File: config.mk
export PLATFORM = sky130hd
export DESIGN_NAME = flash_arbiter
export DESIGN_NICKNAME = d
export VERILOG_FILES = /design/src/rtl/flash_arbiter_pkg.sv /design/src/rtl/flash_arbiter_rr_pick4.sv /design/src/rtl/flash_arbiter.sv
export SDC_FILE = /design/constraint.sdc
export NUM_CORES = 1
export LEC_CHECK = 0
export CELL_PAD_IN_SITES_DETAIL_PLACEMENT = 2
export CELL_PAD_IN_SITES_GLOBAL_PLACEMENT = 2
export CORE_MARGIN = 5
export CORE_UTILIZATION = 39
export CTS_BUF_LIST = sky130_fd_sc_hd__clkbuf_4 sky130_fd_sc_hd__clkbuf_8 sky130_fd_sc_hd__clkbuf_16
export DETAILED_ROUTE_END_ITERATION = 8
export PLACE_DENSITY_LB_ADDON = 0.1
export SYNTH_ARGS = -nofsm -noshare
export SYNTH_HDL_FRONTEND = slang
export SYNTH_SLANG_ARGS = --single-unit
File: constraint.sdc
create_clock -name clk -period 7.3 [get_ports clk]
set_input_delay 1.095 -clock clk [delete_from_list [all_inputs] [get_ports clk]]
set_output_delay 1.095 -clock clk [all_outputs]
set_load 0.02 [all_outputs]
File: src/rtl/flash_arbiter_pkg.sv
// Shared types and constants for the flash_arbiter block:
// FSM state encoding, lamp-bar levels and parameter defaults.
package flash_arbiter_pkg;

  localparam int N_REQ_DEF   = 4;
  localparam int MAX_RUN_DEF = 1_000_000;

  localparam logic [15:0] LAMPS_FULL = 16'hFFFF;
  localparam logic [15:0] LAMPS_OFF  = 16'h0000;

  typedef enum logic [1:0] {
    IDLE    = 2'd0,
    START   = 2'd1,
    RUN     = 2'd2,
    RELEASE = 2'd3
  } state_t;

endpackage

File: src/rtl/flash_arbiter_rr_pick4.sv
// Combinational 4-way round-robin pick: first asserted request at or after ptr_i,
// wrapping modulo 4.
module rr_pick4 (
  input  logic [3:0] req_i,
  input  logic [1:0] ptr_i,
  output logic [1:0] winner_o,
  output logic       any_o
);

  logic [1:0] idx;

  always_comb begin
    winner_o = ptr_i;
    any_o    = 1'b0;
    idx      = ptr_i;
    for (int i = 0; i < 4; i++) begin
      idx = ptr_i + 2'(i);
      if (!any_o && req_i[idx]) begin
        winner_o = idx;
        any_o    = 1'b1;
      end
    end
  end

endmodule

File: src/rtl/flash_arbiter.sv
// Round-robin owner of a shared bound-flasher lamp bar: grants one requester a run,
// forwards its flick, and releases on lamp-bar completion or watchdog expiry.
module flash_arbiter
  import flash_arbiter_pkg::*;
#(
  parameter int N_REQ   = N_REQ_DEF,
  parameter int MAX_RUN = MAX_RUN_DEF
) (
  input  logic             clk,
  input  logic             rst,
  input  logic [N_REQ-1:0] req,
  input  logic [N_REQ-1:0] flick_in,
  input  logic [15:0]      lamps,
  output logic             flick_out,
  output logic [N_REQ-1:0] gnt,
  output logic [1:0]       owner,
  output logic             busy,
  output logic             done,
  output logic             timeout
);

  localparam logic [31:0] MAX_RUN_C = 32'(MAX_RUN);

  state_t           state_q, state_d;
  logic [1:0]       ptr_q, ptr_d;
  logic [N_REQ-1:0] gnt_q, gnt_d;
  logic [1:0]       owner_q, owner_d;
  logic             busy_q, busy_d;
  logic             flick_q, flick_d;
  logic             done_q, done_d;
  logic             timeout_q, timeout_d;
  logic [31:0]      cnt_q, cnt_d;
  logic [15:0]      lamps_q;

  logic [1:0] winner;
  logic       any_req;
  logic       complete;

  rr_pick4 u_pick (
    .req_i    (req),
    .ptr_i    (ptr_q),
    .winner_o (winner),
    .any_o    (any_req)
  );

  assign complete = (lamps_q == LAMPS_FULL) && (lamps == LAMPS_OFF);

  always_comb begin
    state_d   = state_q;
    ptr_d     = ptr_q;
    gnt_d     = gnt_q;
    owner_d   = owner_q;
    busy_d    = busy_q;
    flick_d   = flick_q;
    done_d    = 1'b0;
    timeout_d = 1'b0;
    cnt_d     = cnt_q;
    case (state_q)
      IDLE: begin
        cnt_d = '0;
        if (any_req) begin
          state_d        = START;
          gnt_d          = '0;
          gnt_d[winner]  = 1'b1;
          owner_d        = winner;
          busy_d         = 1'b1;
          flick_d        = 1'b1;
        end
      end
      START: begin
        state_d = RUN;
        cnt_d   = '0;
        flick_d = flick_in[owner_q];
      end
      RUN: begin
        cnt_d   = cnt_q + 32'd1;
        flick_d = flick_in[owner_q];
        // Completion is checked first so it wins a tie with the watchdog.
        if (complete) begin
          state_d = RELEASE;
          done_d  = 1'b1;
          gnt_d   = '0;
          busy_d  = 1'b0;
          flick_d = 1'b0;
        end else if (cnt_q + 32'd1 == MAX_RUN_C) begin
          state_d   = RELEASE;
          timeout_d = 1'b1;
          gnt_d     = '0;
          busy_d    = 1'b0;
          flick_d   = 1'b0;
        end
      end
      RELEASE: begin
        state_d = IDLE;
        ptr_d   = owner_q + 2'd1;
        cnt_d   = '0;
      end
      default: state_d = IDLE;
    endcase
  end

  always_ff @(posedge clk or posedge rst) begin
    if (rst) begin
      state_q   <= IDLE;
      ptr_q     <= '0;
      gnt_q     <= '0;
      owner_q   <= '0;
      busy_q    <= 1'b0;
      flick_q   <= 1'b0;
      done_q    <= 1'b0;
      timeout_q <= 1'b0;
      cnt_q     <= '0;
      lamps_q   <= '0;
    end else begin
      state_q   <= state_d;
      ptr_q     <= ptr_d;
      gnt_q     <= gnt_d;
      owner_q   <= owner_d;
      busy_q    <= busy_d;
      flick_q   <= flick_d;
      done_q    <= done_d;
      timeout_q <= timeout_d;
      cnt_q     <= cnt_d;
      lamps_q   <= lamps;
    end
  end

  assign gnt       = gnt_q;
  assign owner     = owner_q;
  assign busy      = busy_q;
  assign flick_out = flick_q;
  assign done      = done_q;
  assign timeout   = timeout_q;

endmodule

==> results.py <==
metrics = {
    "synthesis": {
        "yosys_warnings": 0,
        "post_synth.cell_area_avg_um2": 9.89,
        "netlist_instances": 360,
        "async_reset_ff_share_pct": 100,
        "ys_seq_area_share_pct": 43.6,
        "yosysTopAreaCell": "dfrtp_1",
        "syn_area_um2": 3560,
        "synth_edf_count": 0,
        "synth_top_area_share_pct": 43.6,
        "synth_area_leaders": "dfrtp_1 44%, xnor2_1 5.4%, xor2_1 3.9%",
        "synth_nets": 393,
        "synth-seq-cells": 62,
        "synthFlopType": "dfrtp_1",
        "ys_types": 62,
    },
    "route": {
        "wl_met3_um": 367,
        "met2WireLength_um": 4980,
        "vias": 2839,
        "drc": 0,
        "highest_layer": "met4",
        "antenna_left": 0,
        "drtPass1Iterations": 4,
        "drt_iter0_markers": 94,
        "wl_met1_um": 4520,
        "wl_per_cell_um": 20.0,
        "routed_wl_um": 10000,
        "vias_per_cell": 5.68,
    },
    "worst_hold_path": {
        "hold_path_startpoint": "gnt[3]",
        "hold_path.class": "flip-flop to flip-flop",
        "whs_path_depth": 2,
    },
    "floorplan": {
        "dieWidth_um": 106,
        "rows": 34,
        "die_h_um": 106,
        "initial_core_util_pct": 40.4,
        "pin_count": 36,
        "die-area_um2": 11100,
        "core-area_um2": 8810,
    },
    "critical_path": {
        "cp.required_ns": 7.51,
        "ff2ff_setup_slack_ns": 3.73,
        "cp-end-kind": "flip-flop",
        "r2r_cells": 8,
        "critPathArrivalTime_ns": 3.78,
        "setup.worst_path.start_class": "flip-flop",
        "regToRegStartpoint": "cnt_q[0]",
        "path_class": "flip-flop to flip-flop",
        "worstPathMaxFanout": 7,
        "crit_start": "cnt_q[0]",
    },
    "placement": {
        "port-buffer-count": 35,
        "dp_hpwl_um": 7170,
        "gp_routability_congestion": 0.770,
        "dp.cells": 484,
    },
    "flow_run": {
        "cap_violations": 0,
    },
    "power_and_ir_drop": {
        "vdd_drop_max_uv": 64.6,
        "p_seq_share_pct": 50.8,
        "clkPwrFrac_pct": 39.4,
        "switching_share_pct": 27.9,
        "p_switching_mw": 0.201,
        "p_leak_nw": 1.62,
        "cellPowerDensity_nw_per_um2": 176,
        "p_int_mw": 0.519,
        "combPwrFrac_pct": 9.8,
    },
    "sta": {
        "skew_ns": 0.0118,
        "tightest_slew_ns": 1.04,
        "max_freq_mhz": 280,
        "fin_crit_ns": 3.57,
        "drv_slew": 0,
        "setup_violations": 0,
        "tns_ns": 0,
        "fin_crit_sh_pct": 48.9,
        "final_hold_viol_count": 0,
        "slew_headroom_pct": 30.5,
        "grt_setup_unrepaired": "false",
    },
    "global_routing": {
        "grt_pass1_vias": 3143,
        "grt_pass1_wl_um": 16900,
        "overflow": 0,
        "antenna_found_initial": 0,
        "grtUsageTotal_pct": 19.1,
        "grt_max_degree": 63,
    },
    "clock_tree": {
        "numCtsBuffers": 9,
        "hold_buffers": 0,
        "ctsResizeCount": 0,
        "cts.sinks": 62,
        "cts_max_level": 3,
        "path_clk_slew_ns": 0.08,
        "clk_latency_ns": 0.35,
        "clock_path_buffers": 2,
        "root_buffer": "clkbuf_8",
        "cts_setup_buffers": 0,
        "cts_tree": "built",
    },
    "finish": {
        "diodes": 0,
        "layout_commonest_cell": "dfrtp_1",
        "stdcell_count": 500,
        "syn_to_final_growth_pct": 15.0,
        "most-common-layout-cells": "62 x dfrtp_1, 35 x clkdlybuf4s50_1, 24 x nand2_1",
        "nNetsFinal": 420,
        "fill_cells": 957,
        "layout-drive-gt1-share_pct": 9.44,
    },
    "status": {
        "status": "complete, no violations",
    },
}
==> critical path, stage by stage, from the launching register on <==
cell and delay (ns):
dfrtp_1 0.46, ha_1 0.27, nand3_1 0.23, nor3_1 0.61
mux2_2 0.42, or3b_1 0.37, or4_1 0.57, o21ai_1 0.32
o21ai_0 0.17
==> final cells by class <==
| type | count | area (um2) | share of cell area, % |
|---|---|---|---|
| Tap cell | 108 | 135 | 3.30 |
| Inverter | 11 | 41.3 | 1.01 |
| Clock inverter | 7 | 55.1 | 1.34 |
| Clock buffer | 9 | 124 | 3.02 |
| Timing Repair Buffer | 36 | 358 | 8.74 |
| Multi-Input combinational cell | 267 | 1830 | 44.7 |
| Sequential cell | 62 | 1550 | 37.9 |
==> metrics by stage <==
stage	power, mW	instance area (um2)	setup slack (ns)	utilization [%]	hold WS (ns)
after floorplan	0.401	3560	4.38	-	0.503
after global placement	0.441	3920	4.12	44.5	0.524
after detailed placement	0.444	3920	3.80	44.5	0.556
after CTS	0.733	4100	3.79	46.5	0.575
after global routing	0.758	4100	3.49	46.5	0.602
final	0.720	4100	3.73	46.5	0.563
==> worst paths after layout <==
| path | endpoint |
|---|---|
| max in group asynchronous | cnt_q[19] |
| min | gnt[3] |
| max reg2reg | gnt[2] |
| min reg2reg | gnt[3] |
| max | gnt[2] |
| min in group asynchronous | gnt[3] |
==> power groups by stage <==
stage,Sequential [mW],Clock (mW),Combinational (mW)
finish,0.365,0.284,0.0704
global route,0.368,0.314,0.0762
CTS,0.366,0.294,0.0725
detailed placement,0.373,0,0.0715
global placement,0.373,0,0.0689
floorplan,0.380,0,0.0212
==> routing by layer <==
metal	global-route usage [%]	vias to the layer above
met5	0	-
met4	5.64	0
met3	3.97	11
met2	32.7	46
met1	24.4	1437
li1	-	1345
==> Yosys cell counts (3+ instances only) <==
cell       n
nand4_1   14
and4_1     8
nand3_1   13
o211ai_1   3
or4_4      4
nand2_1   24
nor4_1    14
and2_1    21
buf_4      6
o21ai_0   11
ha_1       7
dfrtp_1   62
clkbuf_1   8
or3_1      3
a21oi_1    8
o21a_1     3
nor2_1    16
nor2b_1   14
buf_6      5
nor3_1    14
xnor2_1   22
o21ai_1    3
xor2_1    16
inv_1     11
==> sequential cells by signal, summed over array words and instances (netlist names) <==
name       flops
flick_out      1
busy           1
owner          2
done           1
ptr_q          2
state_q        2
timeout        1
lamps_q       16
cnt_q         32
gnt            4
==> cells by family (layout without fill, tap and decap cells) <==
group	Yosys count	in the layout	synth area share, %
and+or+nand+nor	168	168	28.2
DFF	62	62	43.6
AOI/OAI and AO/OA	49	49	9.56
xor gates and xnor gates	38	38	9.35
buffers and inverters	31	63	4.99
adders and majority gates	7	7	2.46
muxes	5	5	1.83
Note: power is estimated with default switching activity, not from simulation.
